## config.mk

```make
export PLATFORM = sky130hd
export DESIGN_NAME = mem_arbiter
export DESIGN_NICKNAME = d
export VERILOG_FILES = /design/src/rtl/mem_arbiter_pkg.sv /design/src/rtl/mem_arbiter_rr.sv /design/src/rtl/mem_arbiter.sv
export SDC_FILE = /design/constraint.sdc
export NUM_CORES = 1
export LEC_CHECK = 0
export CAP_MARGIN = 5
export CORE_MARGIN = 3
export CORE_UTILIZATION = 35
export DETAILED_ROUTE_END_ITERATION = 8
export HOLD_SLACK_MARGIN = 0.08
export PLACE_DENSITY = 0.8
export SLEW_MARGIN = 5
export SYNTH_ARGS = -nofsm -noshare
export SYNTH_HDL_FRONTEND = slang
export SYNTH_SLANG_ARGS = --single-unit
```

## constraint.sdc

```tcl
create_clock -name clk -period 4.7 [get_ports clk]
set_clock_uncertainty 0.05 [all_clocks]
set_input_delay 0.94 -clock clk [delete_from_list [all_inputs] [get_ports clk]]
set_output_delay 0.94 -clock clk [all_outputs]
set_load 0.02 [all_outputs]
```

## src/rtl/mem_arbiter_pkg.sv

```systemverilog
// -----------------------------------------------------------------------------
// mem_arbiter_pkg
// Shared types for the fetch / load-store memory arbiter.
//   state_t        : arbiter FSM states
//   port_t         : requester identity (fetch = PORT_I, load/store = PORT_D)
//   MEM_WSTRB_READ : byte-enable value that marks a read access
//   other_port()   : the opposite requester, used for tie breaking
// -----------------------------------------------------------------------------
package mem_arbiter_pkg;

    typedef enum logic [1:0] {
        IDLE = 2'd0,
        WAIT = 2'd1,
        DONE = 2'd2
    } state_t;

    typedef enum logic {
        PORT_I = 1'b0,
        PORT_D = 1'b1
    } port_t;

    localparam logic [3:0] MEM_WSTRB_READ = 4'b0000;

    function automatic port_t other_port(input port_t p);
        return (p == PORT_I) ? PORT_D : PORT_I;
    endfunction

endpackage

```

## src/rtl/mem_arbiter_rr.sv

```systemverilog
// -----------------------------------------------------------------------------
// mem_arbiter_rr
// Combinational 2-way round-robin picker.
//   req   [1:0] in  : request vector, bit 0 = fetch, bit 1 = load/store
//   last        in  : port granted most recently (stored by the parent)
//   grant       out : winning port; only meaningful when req != 0
// A lone requester always wins; on a tie the port that did not win last time
// is chosen.
// -----------------------------------------------------------------------------
module mem_arbiter_rr
    import mem_arbiter_pkg::*;
(
    input  logic [1:0] req,
    input  port_t      last,
    output port_t      grant
);

    always_comb begin
        grant = last;
        case (req)
            2'b01:   grant = PORT_I;
            2'b10:   grant = PORT_D;
            2'b11:   grant = other_port(last);
            default: grant = last;
        endcase
    end

endmodule

```

## src/rtl/mem_arbiter.sv

```systemverilog
// -----------------------------------------------------------------------------
// mem_arbiter
// Shares the single-ported word RAM between the instruction-fetch port and
// the load/store port. One request is in flight at a time; it is issued to
// memory as a one-cycle mem_ready pulse and the response is routed back to
// the granted port as a one-cycle valid pulse. A response that never arrives
// (address outside the RAM) is turned into a fault after TIMEOUT cycles.
//
// Parameters
//   TIMEOUT   : WAIT cycles before faulting, legal 2..255
// Ports
//   clk, reset                      : clock, async active-high reset
//   i_ready / i_addr                : fetch request (held until i_valid)
//   i_valid / i_rdata / i_fault     : fetch response pulse, data, timeout flag
//   d_ready / d_addr / d_wdata /
//   d_wstrb                         : load/store request (wstrb 0 = load)
//   d_valid / d_rdata / d_fault     : load/store response pulse, data, flag
//   mem_ready / mem_addr /
//   mem_wdata / mem_wstrb           : request to memory (one-cycle pulse)
//   mem_valid / mem_rdata           : response from memory
//
// state | meaning
// ------+-------------------------------------------------------------------
// IDLE  | no transaction; requests are sampled and a winner is issued
// WAIT  | request issued, counting cycles until mem_valid or timeout
// DONE  | winner's valid pulse is high; requests are not sampled
// -----------------------------------------------------------------------------
module mem_arbiter
    import mem_arbiter_pkg::*;
#(
    parameter int unsigned TIMEOUT = 16
)
(
    input  logic        clk,
    input  logic        reset,

    input  logic        i_ready,
    input  logic [31:0] i_addr,
    output logic        i_valid,
    output logic [31:0] i_rdata,
    output logic        i_fault,

    input  logic        d_ready,
    input  logic [31:0] d_addr,
    input  logic [31:0] d_wdata,
    input  logic [3:0]  d_wstrb,
    output logic        d_valid,
    output logic [31:0] d_rdata,
    output logic        d_fault,

    output logic        mem_ready,
    input  logic        mem_valid,
    output logic [31:0] mem_addr,
    output logic [31:0] mem_wdata,
    output logic [3:0]  mem_wstrb,
    input  logic [31:0] mem_rdata
);

    localparam int unsigned           CNT_W   = $clog2(TIMEOUT + 1);
    localparam logic [CNT_W-1:0]      CNT_MAX = CNT_W'(TIMEOUT);
    localparam logic [CNT_W-1:0]      CNT_ONE = CNT_W'(1);

    state_t             state_q, state_d;
    port_t              last_grant_q;
    port_t              pick;
    logic [CNT_W-1:0]   cnt_q;
    logic [1:0]         req;
    logic               timed_out;

    logic               mem_ready_q;
    logic [31:0]        mem_addr_q;
    logic [31:0]        mem_wdata_q;
    logic [3:0]         mem_wstrb_q;
    logic               i_valid_q, d_valid_q;
    logic               i_fault_q, d_fault_q;
    logic [31:0]        i_rdata_q, d_rdata_q;

    assign req       = {d_ready, i_ready};
    assign timed_out = (cnt_q == CNT_MAX);

    mem_arbiter_rr u_rr (
        .req   (req),
        .last  (last_grant_q),
        .grant (pick)
    );

    always_comb begin
        state_d = state_q;
        case (state_q)
            IDLE:    if (|req) state_d = WAIT;
            WAIT:    if (mem_valid || timed_out) state_d = DONE;
            DONE:    state_d = IDLE;
            default: state_d = IDLE;
        endcase
    end

    // While a transaction is in WAIT, last_grant_q is the port being served:
    // it is only written on grant, so it doubles as the response router.
    always_ff @(posedge clk or posedge reset) begin
        if (reset) begin
            state_q      <= IDLE;
            last_grant_q <= PORT_I;
            cnt_q        <= '0;
            mem_ready_q  <= 1'b0;
            mem_addr_q   <= '0;
            mem_wdata_q  <= '0;
            mem_wstrb_q  <= '0;
            i_valid_q    <= 1'b0;
            d_valid_q    <= 1'b0;
            i_fault_q    <= 1'b0;
            d_fault_q    <= 1'b0;
            i_rdata_q    <= '0;
            d_rdata_q    <= '0;
        end else begin
            state_q <= state_d;
            case (state_q)
                IDLE: begin
                    if (|req) begin
                        last_grant_q <= pick;
                        mem_ready_q  <= 1'b1;
                        cnt_q        <= '0;
                        if (pick == PORT_D) begin
                            mem_addr_q  <= d_addr;
                            mem_wdata_q <= d_wdata;
                            mem_wstrb_q <= d_wstrb;
                        end else begin
                            mem_addr_q  <= i_addr;
                            mem_wdata_q <= '0;
                            mem_wstrb_q <= MEM_WSTRB_READ;
                        end
                    end
                end
                WAIT: begin
                    mem_ready_q <= 1'b0;
                    // A response in the timeout cycle still counts as success.
                    if (mem_valid) begin
                        if (last_grant_q == PORT_D) begin
                            d_rdata_q <= mem_rdata;
                            d_valid_q <= 1'b1;
                            d_fault_q <= 1'b0;
                        end else begin
                            i_rdata_q <= mem_rdata;
                            i_valid_q <= 1'b1;
                            i_fault_q <= 1'b0;
                        end
                    end else if (timed_out) begin
                        if (last_grant_q == PORT_D) begin
                            d_rdata_q <= '0;
                            d_valid_q <= 1'b1;
                            d_fault_q <= 1'b1;
                        end else begin
                            i_rdata_q <= '0;
                            i_valid_q <= 1'b1;
                            i_fault_q <= 1'b1;
                        end
                    end else begin
                        cnt_q <= cnt_q + CNT_ONE;
                    end
                end
                DONE: begin
                    i_valid_q <= 1'b0;
                    d_valid_q <= 1'b0;
                    i_fault_q <= 1'b0;
                    d_fault_q <= 1'b0;
                end
                default: begin
                    mem_ready_q <= 1'b0;
                end
            endcase
        end
    end

    assign mem_ready = mem_ready_q;
    assign mem_addr  = mem_addr_q;
    assign mem_wdata = mem_wdata_q;
    assign mem_wstrb = mem_wstrb_q;
    assign i_valid   = i_valid_q;
    assign i_rdata   = i_rdata_q;
    assign i_fault   = i_fault_q;
    assign d_valid   = d_valid_q;
    assign d_rdata   = d_rdata_q;
    assign d_fault   = d_fault_q;

endmodule

```

; ---- Yosys cells after proc, flatten, opt, wreduce, memory -nomap -nowiden
; Cells that the tools add are included.
[totals]
ff_bits = 145
output_inout_bits = 137
inputBits = 137
wordCells = 84
[op_classes]
bitwise_logic = 2
mux = 40
n_reduce_logical = 15
n_addsub = 1
n_eq_ne = 13
[op_table]
columns = cell, count
row1 = 32-bit 2-to-1 mux, 10
row2 = 1-bit 2-to-1 mux, 16
row3 = 5-bit 2-to-1 mux, 3
row4 = "2-bit inequality test, second input constant", 6
row5 = 3-bit AND reduction, 4
row6 = 1-bit case mux with 2 select lines, 5
row7 = 5-bit case mux with 2 select lines, 1
row8 = 2-bit AND reduction, 4
row9 = "2-bit equality test, second input constant", 3
row10 = 2-bit nonzero test, 3
row11 = "5-bit by 1-bit adder with 5-bit output, second input constant", 1
row12 = "5-bit equality test, second input constant", 1
row13 = "2-bit by 1-bit equality test with 1-bit output, second input constant", 2
row14 = 2-bit 2-to-1 mux, 2
row15 = 4-bit 2-to-1 mux, 1
row16 = 2-bit case mux with 2 select lines, 1
row17 = 4-bit AND reduction, 1
row18 = "3-bit inequality test, second input constant", 1
row19 = 1-bit case mux with 3 select lines, 1
row20 = 2-bit zero test, 1
row21 = 1-bit inverter, 2
row22 = 2-bit OR reduction, 1
row23 = 1-bit logical OR, 1

; ---- Longest topological paths before layout
[logic_depth]
ltp_word = 4
mapped_depth = 7
depth_no_buf = 5

; ---- By module
; Synthesis repeated with hierarchy kept, for this count alone.
[hier_totals]
cells_unflattened = 522
hier_area_um2 = 5914.4
[by_module_without_submodules]
columns = mod, cells_each, seq_area_each_um2, n_inst, area_per_inst_um2
row1 = mem_arbiter, 520, 3628.5, 1, 5900.7
row2 = mem_arbiter_rr, 2, 0.0, 1, 13.8

; ---- Worst setup path after synthesis
; Ideal clock, no wire load.
[synth_timing]
kind = in2reg
from = input port d_ready
to = register mem_wdata_q[10] (netlist: mem_wdata[10])
t_required_ps = 4584
t_arrival_ps = 1823
path_slack_ps = 2761
stages = 4
path_buffers = 2
setup_ps = 66
cell_sequence = o21ai_1 -> clkbuf_1 -> buf_2 -> a22o_1
[synth_via]
elab_chain_cells = 3
elab_cells_between_ends = 7
cone_classes = eq/ne (3) / mux (2) / reduce/logical (2)
[synth_lines]
columns = item, line_no
row1 = "start, declared", mem_arbiter.sv:43  ; input logic d_ready,
row2 = 2-bit equality test or 2-bit by 1-bit equality test with 1-bit output (tied branches), mem_arbiter_rr.sv:20  ; case (req)
row3 = 1-bit case mux with 3 select lines, mem_arbiter_rr.sv:20
row4 = 32-bit 2-to-1 mux, mem_arbiter.sv:122  ; if (pick == PORT_D) begin
row5 = "end signal, assigned", mem_arbiter.sv:124  ; mem_wdata_q <= d_wdata;
row6 = "end, declared", mem_arbiter.sv:72  ; logic [31:0] mem_wdata_q;
; Several ways; a longest one is shown, not always the timed one.
; A chain may end at the register's enable or synchronous reset.

; ---- Final worst setup path
[layout_timing]
from = input port i_ready
to = register mem_wdata_q[13] (netlist: mem_wdata[13])
[layout_via]
elab_chain_cells = 3
elab_cells_between_ends = 7
cone_classes = eq/ne (3) / mux (2) / reduce/logical (2)
[layout_lines]
columns = item, line_no
row1 = "start, declared", mem_arbiter.sv:37  ; input logic i_ready,
row2 = 2-bit equality test or 2-bit by 1-bit equality test with 1-bit output (tied branches), mem_arbiter_rr.sv:20
row3 = 1-bit case mux with 3 select lines, mem_arbiter_rr.sv:20
row4 = 32-bit 2-to-1 mux, mem_arbiter.sv:122
; Several ways; a longest one is shown, not always the timed one.

==> run summary <==
buffer depth of the longest clock path: 2
status: finished, final reports clean
critical path class: in -> reg
synth top area cells: dfrtp_1 61%, a22o_1 15%, a31oi_1 3.4%
DR vias: 5,053
Critical Path AT: 2990 ps
Post-Layout Cell Count: 973
post-synth top area cell: dfrtp_1
Final Max Slew Viols: 0
antenna violations before repair: 0
Area growth syn-to-layout: 58.7%
Filler cells: 1,326
Yosys reg bits: 145
Die Area: 0.0185 sq mm
hold-fix buffers at CTS: 0
GR Util All Layers: 0.189
EDFF count, synth: 0
Setup Viol. Count Final: 0
drt first pass iters: 5
CP Launch Type: input port
cells along the critical path: clkdlybuf4s50_1 -> and2_1 -> nor3_4 -> buf_4 -> a22o_1
most frequent cells after synthesis: 145 x dfrtp_1, 102 x a22o_1, 40 x nor2_1
vias in the first global route: 5,182
Top Family by Delay on Critical Path: simple AND/OR/NAND/NOR gates
GR Layer Usage met3: 0.0870
Routed Antenna Nets: 0
clk_lat worst skew: 410 ps
Post-Syn Nets: 634
post-CTS sizing: 0
clock sinks: 145
layout cells sized above 1: 0.0647
GR peak layer: met2
Slew headroom: 0.240
worst vdd ir: 394 uV
Mapped Cells: 492
cell leakage power: 0.00403 uW
maxcap violations: 0
Die Y: 136 um
met1 usage: 0.233
worst-path maximum fanout: 37
ys async rst share: 1.00
CP endpoint kind: flip-flop
gp weighted congestion: 0.757
share of the synthesized area in the top cell type: 0.614
dpl hpwl: 12.0 mm
GRT overflow: 0
fmax: 0.364 GHz
largest net degree at the start of global routing: 146
critical path's largest stage delay: 910 ps
Final Hold Vio Count: 0
IO Pins: 274
Initial DRC Count: 252
root buf cell: clkbuf_16
cts bufs inserted: 17
htree depth: 4
vias per cell: 5.19
global routing usage on met2: 0.302
CTS tree: done
core area: 0.0162 sq mm
clock-pin slew on the worst setup and hold paths: 60 ps
RSZ-0062 raised after global routing: false
count leader, synth: dfrtp_1
buffer and inverter count on the worst path: 2
nets: 889
mean routed wirelength per cell: 18.3 um
PD cells: 745 mW/mm^2
residual DRC count: 0
Final min period: 2750 ps
post-synthesis sequential area ratio: 0.614
Initial Util: 0.365
worst slew pin tran: 1140 ps
CP max stage cell: and2_1
IO Port Bufs: 273
post-synth cell types: 37
first-pass GRT wire length: 27.4 mm
antenna cells: 0
FP Rows: 46
Syn Area/Cell: 12.0 sq um
Final Cycle Share: 0.585
setup TNS: 0 ps
Die Wd: 136 um
Req. time, crit path: 4940 ps
Post-Route WL: 17.8 mm
DP Cell Count: 944
Ys Warns: 0
Post-CTS Setup Inserts: 0
Most used DFF post-synth: dfrtp_1
worst min path class: reg -> reg
cell area after synthesis: 0.00591 sq mm
==> area by class of cell <==
cell class / instances / area, sq um / share of cell area
clock buffers: 19 / 443 / 0.0472
clock inverters: 10 / 186 / 0.0199
inverters: 11 / 45.0 / 0.00480
multi-input cells: 290 / 1990 / 0.212
flip-flops and latches: 145 / 3630 / 0.387
well taps: 216 / 270 / 0.0288
repair buffers: 282 / 2810 / 0.300
==> layer usage <==
metal,wire length [um],vias to the layer above,part of all wire
li1,-,2347,-
met1,7320,2462,0.41
met2,8520,229,0.48
met3,1780,15,0.10
met4,171,0,0.0096
met5,0,-,0
==> sequential cells by signal, indices dropped and copies added (netlist names) <==
signal / count
mem_ready: 1
mem_wdata: 32
d_rdata: 32
cnt_q: 5
last_grant_q: 1
state_q: 2
i_valid: 1
mem_addr: 32
d_valid: 1
i_fault: 1
mem_wstrb: 4
i_rdata: 32
d_fault: 1
==> layout by cell type, fill, tap and decap left out, types with 2 or more instances in the layout <==
cell,count
a221o_1,2
a221oi_1,2
a22o_1,102
a31oi_1,32
a32oi_1,2
and2_1,3
buf_4,8
bufinv_16,5
clkbuf_16,17
clkdlybuf4s50_1,273
clkinv_2,2
clkinv_4,3
dfrtp_1,145
ha_1,5
inv_1,10
mux2i_1,3
nand2_1,2
nand2b_1,2
nand3_1,34
nor2_1,39
nor2b_1,3
o21ai_0,37
o21ai_2,3
o22ai_1,3
or2_2,2
==> final timing paths <==
path	startpoint	endpoint	slack [ps]	depth (start not counted)
max	i_ready	mem_wdata[13]	1950	5
min	i_rdata[31]	i_rdata[31]	440	1
max reg2reg	last_grant_q	mem_wdata[13]	2520	4
min reg2reg	i_rdata[31]	i_rdata[31]	440	1
max in group asynchronous	reset	mem_wdata[8]	2950	3
min in group asynchronous	reset	mem_addr[14]	1020	3
==> power breakdown <==
group          switching, uW  leakage (uW)  total [uW]  internal [uW]
combinational           1720       0.00193        3350           1630
sequential               353       0.00179        2190           1840
clock                    497      0.000309        1440            948
==> kinds of logic after synthesis <==
logic type / after synthesis / share of synthesized area
AOI/OAI and AO/OA: 190 / 0.241
muxes: 3 / 0.00508
DFF: 145 / 0.614
and+or+nand+nor: 92 / 0.0784
adders and majority gates: 5 / 0.0106
buffers and inverters: 57 / 0.0506
==> through the flow <==
stage	worst slack [ps]	hold slack (ps)	utilization	total power [uW]	instance area (sq um)
CTS	2000	450	0.580	7060	9380
detailed placement	1550	430	0.541	5560	8750
floorplan	1890	437	-	4030	5910
global route	1870	462	0.580	7380	9380
global placement	1560	432	0.541	5510	8750
finish	1950	445	0.580	6980	9380
Note: power is estimated with default switching activity, not from simulation.
